File: src/rtl/risp_fire_collector_pkg.sv
// Shared types and helpers for the RISP fire collector.
// Holds the controller state encoding, index width and saturating add.
package risp_fire_collector_pkg;

  typedef enum logic [1:0] {
    IDLE,
    RUN,
    FLUSH,
    DRAIN
  } state_t;

  function automatic int idx_w(input int n);
    return (n > 1) ? $clog2(n) : 1;
  endfunction

  // Increment v unless it already holds the all-ones value of width w.
  function automatic logic [31:0] sat_inc(
    input logic [31:0] v,
    input int unsigned w
  );
    logic [31:0] mx;
    mx = (32'd1 << w) - 32'd1;
    return (v >= mx) ? v : v + 32'd1;
  endfunction

endpackage

File: src/rtl/risp_fire_counter.sv
// One per-neuron saturating fire counter with clear and sample enable.
// Ports: clk, rst, i_clr, i_smp, i_fire, o_count; with
// RISP_FIRE_COLLECTOR_TIMESTAMP_EN also i_step (current sampled step)
// and o_first (step of first fire, all-ones if none).
module risp_fire_counter
  import risp_fire_collector_pkg::*;
#(
  parameter int COUNT_WIDTH = 8,
  parameter int RUN_WIDTH   = 16
) (
  input  logic                   clk,
  input  logic                   rst,
  input  logic                   i_clr,
  input  logic                   i_smp,
  input  logic                   i_fire,
`ifdef RISP_FIRE_COLLECTOR_TIMESTAMP_EN
  input  logic [RUN_WIDTH-1:0]   i_step,
  output logic [RUN_WIDTH-1:0]   o_first,
`endif
  output logic [COUNT_WIDTH-1:0] o_count
);

  logic [COUNT_WIDTH-1:0] r_cnt;

  always_ff @(posedge clk) begin
    if (rst || i_clr) begin
      r_cnt <= '0;
    end else if (i_smp && i_fire) begin
      r_cnt <= COUNT_WIDTH'(sat_inc(32'(r_cnt), COUNT_WIDTH));
    end
  end

  assign o_count = r_cnt;

`ifdef RISP_FIRE_COLLECTOR_TIMESTAMP_EN
  logic                 r_seen;
  logic [RUN_WIDTH-1:0] r_first;

  // A separate seen flag keeps a genuine fire at step all-ones distinct
  // from "never fired".
  always_ff @(posedge clk) begin
    if (rst || i_clr) begin
      r_seen  <= 1'b0;
      r_first <= '1;
    end else if (i_smp && i_fire && !r_seen) begin
      r_seen  <= 1'b1;
      r_first <= i_step;
    end
  end

  assign o_first = r_first;
`endif

endmodule

File: src/rtl/risp_fire_collector.sv
// Runs the RISP network for a requested number of timesteps, counts
// output-neuron fires, then streams one count per beat (valid/ready).
// Ports: clk, rst, fire, net_en, run_valid/run_ready/run_cycles,
// out_valid/out_ready/out_idx/out_count/out_last.
// Macro RISP_FIRE_COLLECTOR_TIMESTAMP_EN adds out_first (first-fire step).
module risp_fire_collector
  import risp_fire_collector_pkg::*;
#(
  parameter int NUM_OUT         = 4,
  parameter int COUNT_WIDTH     = 8,
  parameter int RUN_WIDTH       = 16,
  parameter int FIRE_REGISTERED = 0,
  localparam int IW = idx_w(NUM_OUT)
) (
  input  logic                   clk,
  input  logic                   rst,
  input  logic [NUM_OUT-1:0]     fire,
  output logic                   net_en,
  input  logic                   run_valid,
  output logic                   run_ready,
  input  logic [RUN_WIDTH-1:0]   run_cycles,
  output logic                   out_valid,
  input  logic                   out_ready,
  output logic [IW-1:0]          out_idx,
`ifdef RISP_FIRE_COLLECTOR_TIMESTAMP_EN
  output logic [RUN_WIDTH-1:0]   out_first,
`endif
  output logic [COUNT_WIDTH-1:0] out_count,
  output logic                   out_last
);

  state_t                 r_state;
  state_t                 w_next;
  logic [RUN_WIDTH-1:0]   r_remain;
  logic [IW-1:0]          r_idx;
  logic                   r_en_d;
  logic                   w_acc;
  logic                   w_hs;
  logic                   w_smp;
  logic [COUNT_WIDTH-1:0] w_cnt [NUM_OUT];

  assign w_acc = run_valid && run_ready;
  assign w_hs  = out_valid && out_ready;
  // Registered neurons report a timestep's fire one cycle after its en.
  assign w_smp = (FIRE_REGISTERED != 0) ? r_en_d : net_en;

  always_ff @(posedge clk) begin
    if (rst) r_state <= IDLE;
    else     r_state <= w_next;
  end

  always_comb begin
    w_next = r_state;
    unique case (r_state)
      IDLE: begin
        if (w_acc) w_next = (run_cycles != '0) ? RUN : DRAIN;
      end
      RUN: begin
        if (r_remain == RUN_WIDTH'(1))
          w_next = (FIRE_REGISTERED != 0) ? FLUSH : DRAIN;
      end
      FLUSH: w_next = DRAIN;
      DRAIN: begin
        if (w_hs && out_last) w_next = IDLE;
      end
      default: w_next = IDLE;
    endcase
  end

  always_comb begin
    run_ready = (r_state == IDLE) && !rst;
    net_en    = (r_state == RUN) && !rst;
    out_valid = (r_state == DRAIN) && !rst;
    out_last  = out_valid && (r_idx == IW'(NUM_OUT - 1));
  end

  always_ff @(posedge clk) begin
    if (rst) begin
      r_remain <= '0;
      r_en_d   <= 1'b0;
      r_idx    <= '0;
    end else begin
      r_en_d <= net_en;
      if (w_acc)
        r_remain <= run_cycles;
      else if (r_state == RUN)
        r_remain <= r_remain - 1'b1;
      if (w_hs)
        r_idx <= out_last ? '0 : r_idx + 1'b1;
    end
  end

  assign out_idx   = r_idx;
  assign out_count = w_cnt[r_idx];

`ifdef RISP_FIRE_COLLECTOR_TIMESTAMP_EN
  logic [RUN_WIDTH-1:0] r_step;
  logic [RUN_WIDTH-1:0] w_first [NUM_OUT];

  always_ff @(posedge clk) begin
    if (rst || w_acc) r_step <= '0;
    else if (w_smp)   r_step <= r_step + 1'b1;
  end

  assign out_first = w_first[r_idx];
`endif

  for (genvar g = 0; g < NUM_OUT; g++) begin : g_cnt
    risp_fire_counter #(
      .COUNT_WIDTH(COUNT_WIDTH),
      .RUN_WIDTH  (RUN_WIDTH)
    ) u_cnt (
      .clk    (clk),
      .rst    (rst),
      .i_clr  (w_acc),
      .i_smp  (w_smp),
      .i_fire (fire[g]),
`ifdef RISP_FIRE_COLLECTOR_TIMESTAMP_EN
      .i_step (r_step),
      .o_first(w_first[g]),
`endif
      .o_count(w_cnt[g])
    );
  end

endmodule

File: config.mk
export PLATFORM = sky130hd
export DESIGN_NAME = risp_fire_collector
export DESIGN_NICKNAME = d
export VERILOG_FILES = /design/src/rtl/risp_fire_collector_pkg.sv /design/src/rtl/risp_fire_counter.sv /design/src/rtl/risp_fire_collector.sv
export SDC_FILE = /design/constraint.sdc
export NUM_CORES = 1
export LEC_CHECK = 0
export BUFFER_PORTS_ARGS = -buffer_cell sky130_fd_sc_hd__buf_4
export CAP_MARGIN = 30
export CORE_MARGIN = 3
export CORE_UTILIZATION = 62
export CTS_CLUSTER_DIAMETER = 100
export DETAILED_ROUTE_END_ITERATION = 7
export PLACE_DENSITY = 0.85
export SYNTH_ARGS = -nofsm -noshare
export SYNTH_HDL_FRONTEND = slang
export SYNTH_SLANG_ARGS = --single-unit
File: constraint.sdc
create_clock -name clk -period 3.7 [get_ports clk]
set_input_delay 0.37 -clock clk [delete_from_list [all_inputs] [get_ports clk]]
set_output_delay 0.37 -clock clk [all_outputs]
set_load 0.05 [all_outputs]
==> results.tsv <==
stage	metric	value	unit
critical_path	worstPathArrival	1.81	ns
global_route	gr-usage-met2	42.3	%
critical_path	end_kind	primary output	
critical_path	crit_buf_inv	1	
sta	finalHoldViolCount	0	
sta	grt_setup_unrepaired	no	
placement	hpwlAfterDp	4640	um
global_route	grt_start_max_net_pins	33	
global_route	grtUsageTotal	25.5	%
final_layout	fillCellCount	330	
detailed_routing	ant_nets	0	
synthesis	synth_fa_ha_area_share	4.81	%
synthesis	netlist_instances	316	
final_layout	layout.nets	385	
synthesis	synth_xor_area_share	11.3	%
final_layout	final_core_util	74.6	%
critical_path	max_stage_delay	0.69	ns
global_route	grt_pass1_wl	10800	um
sta	fmaxAchievable	459	MHz
die	core-area	4410	um^2
critical_path	timing.rr.start	r_state[1]	
pwr	p_per_area	538	nW/um^2
synthesis	synth_nets	351	
die	die_x	74.0	um
synthesis	synth_flop_cell	dfxtp_1	
clock_tree	cts_buffers	5	
detailed_routing	routed_wl	6620	um
clock_tree	post_cts_buffers	0	
synthesis	synth_edf_count	0	
clock_tree	cts_max_level	2	
global_route	top_usage_layer	met2	
final_layout	mostFrequentLayoutCell	dfxtp_1	
sta	finalCriticalPeriod	2.18	ns
detailed_routing	drc	0	
synthesis	muxShareOfSynthArea	7.69	%
sta	finalSetupViolCount	0	
sta	worst_pin_slew	0.766	ns
die	die_h	74.0	um
pwr	p_total	1770	uW
clock_tree	clock_latency	0.31	ns
worst_hold_path	holdPathStages	3	
critical_path	critical_path_required	3.33	ns
synthesis	yosys.area_share.simple	25.2	%
placement	io_buffers	37	
detailed_routing	viasPerCell	6.33	
detailed_routing	firstDrtPassIters	5	
clock_tree	cts.sinks	52	
synthesis	synth_top_family_by_area	simple AND/OR/NAND/NOR gates	
critical_path	r2r_slack	1.54	ns
final_layout	synthToLayoutAreaGrowth	15.1	%
detailed_routing	drt-initial-drc-count	256	
sta	relSlewSlack	48.7	%
die	io_pins	38	
sta	skew	0.0128	ns
global_route	grt_overflow	0	
critical_path	critical_path.slowest_cell	dfxtp_1	
clock_tree	cts_root_buffer	clkbuf_8	
global_route	grt_pass1_vias	2342	
synthesis	avgSynthCellArea	9.06	um^2
global_route	antenna_found_initial	0	
global_route	grtUsageMet1	33.0	%
pwr	ir_worst_vdd	0.000403	V
placement	postPlaceCellArea	3170	um^2
synthesis	ys_warn_count	0	
sta	hold_ws	0.317	ns
placement	gp_congestion	0.909	
critical_path	path_max_fanout	12	
die	start_util	64.9	%
run	drv_cap	0	
critical_path	reg2reg_depth	8	
critical_path	cp_cell_sequence	mux4_2 > buf_4	
critical_path	path_class	reg -> out	
sta	final-max-slew-violation-count	0	
global_route	grt_use_met3	5.00	%
sta	period_share	58.9	%
worst_hold_path	hp-start	run_cycles[1]	
synthesis	ys_seq_elements	52	
clock_tree	cts_max_path_buffers	2	
synthesis	syn_area	2860	um^2
clock_tree	hold_buffers	0	
final_layout	n_antenna_cell	0	
final_layout	fin_area	3290	um^2
detailed_routing	vias	2553	
run_status	outcome	finished, final reports clean	
sta	tns	0	ns
clock_tree	cts_tree	built	
pwr	p_leak	0.00120	uW
final_layout	final_cell_mix	52 x dfxtp_1, 49 x nor2_1, 41 x buf_4	
critical_path	critPathTopFamily	flip-flops	
worst_hold_path	worstHoldPathType	in -> reg	
synthesis	synth_cell_types	47	
critical_path	startpoint_type	flop	
final_layout	drive_above_1_share	19.4	%
detailed_routing	wl_per_cell	16.4	um
synthesis	synth_compound_area_share	11.5	%
synthesis	synthArstFlopShare	0	%
synthesis	ys_seq_area_share	36.4	%
critical_path	worstReg2RegEnd	g_cnt[2].u_cnt.o_count[4]	
die	die_area	5470	um^2
clock_tree	clkSlewWorstSetupHoldPaths	0.10	ns
worst_hold_path	hold_end	r_remain[1]	
die	fp-row-count	24	
clock_tree	post_cts_resized	0	
stage by stage:
stage	cells	worst slack, ns
floorplan	316	1.37
finish	403	1.52
detailed placement	395	1.58
CTS	403	1.51
global route	403	1.42
global placement	395	1.69
worst min-delay path, stage by stage:
cell	delay [ns]
buf_4	0.12
nand2_1	0.05
a21oi_1	0.05
metal layers:
| metal | vias to the layer above | share of wire (%) |
|---|---|---|
| li1 | 1201 | - |
| met1 | 1192 | 41 |
| met2 | 126 | 49 |
| met3 | 34 | 7.3 |
| met4 | 0 | 2.8 |
| met5 | - | 0 |
synth_stat cells (2+ instances only):
cell type	instances	share of area (%)
a31oi_1	2	0.44
xnor2_1	21	6.4
a311oi_1	3	0.92
nor4_1	4	0.87
nand2b_1	2	0.44
o211ai_1	3	0.79
inv_1	7	0.92
a41oi_1	2	0.61
clkbuf_1	9	1.2
a211oi_1	12	3.1
buf_2	2	0.35
nor3_1	10	1.7
dfxtp_1	52	36
or3_1	4	0.87
nor2b_1	3	0.66
nor3b_1	3	0.79
nand4_1	6	1.3
mux2i_1	4	1.4
nor3_2	2	0.70
nor2_1	49	6.4
nand2_1	22	2.9
buf_1	2	0.26
and2_1	2	0.44
ha_1	11	4.8
nor4_2	2	0.87
mux4_2	8	6.3
nand3b_1	4	1.0
o22ai_1	3	0.66
and4_1	2	0.61
a21oi_1	11	1.9
nand3_1	14	2.4
xor2_1	16	4.9
o21ai_0	5	0.87
layout make-up:
class | count | area [um^2] | share of cell area, %
tap | 52 | 65.1 | 1.97
clock inverter | 2 | 38.8 | 1.18
multi-input combinational | 243 | 1730 | 52.6
sequential | 52 | 1040 | 31.6
inverter | 7 | 26.3 | 0.798
timing repair buffer | 41 | 308 | 9.34
clock buffer | 6 | 82.6 | 2.51
flip-flops by register name, indices dropped and copies added (netlist names):
| register | count |
|---|---|
| r_state | 2 |
| out_idx | 2 |
| r_remain | 16 |
| g_cnt.u_cnt.o_count | 32 |
kinds of logic after synthesis:
kind of cell	count (synthesis)
and+or+nand+nor	137
DFF	52
AOI/OAI and AO/OA	46
xor gates and xnor gates	37
buffers and inverters	21
muxes	12
adders and majority gates	11
power breakdown:
group	internal, uW	switching (uW)	total [uW]
clock network	221	191	413
registers	634	85.3	719
logic	274	366	640
worst max path at each step:
stage	end	from	cells after the start	slack (ns)
floorplan	g_cnt[0].u_cnt.o_count[4]	r_state[0]	7	1.37
global placement	g_cnt[2].u_cnt.o_count[5]	r_state[1]	9	1.69
detailed placement	g_cnt[2].u_cnt.o_count[4]	r_state[1]	8	1.58
CTS	out_count[2]	out_idx[0]	2	1.51
global route	g_cnt[2].u_cnt.o_count[6]	r_state[1]	9	1.42
finish	out_count[2]	out_idx[0]	2	1.52
Power figures use the tool's default switching activity.
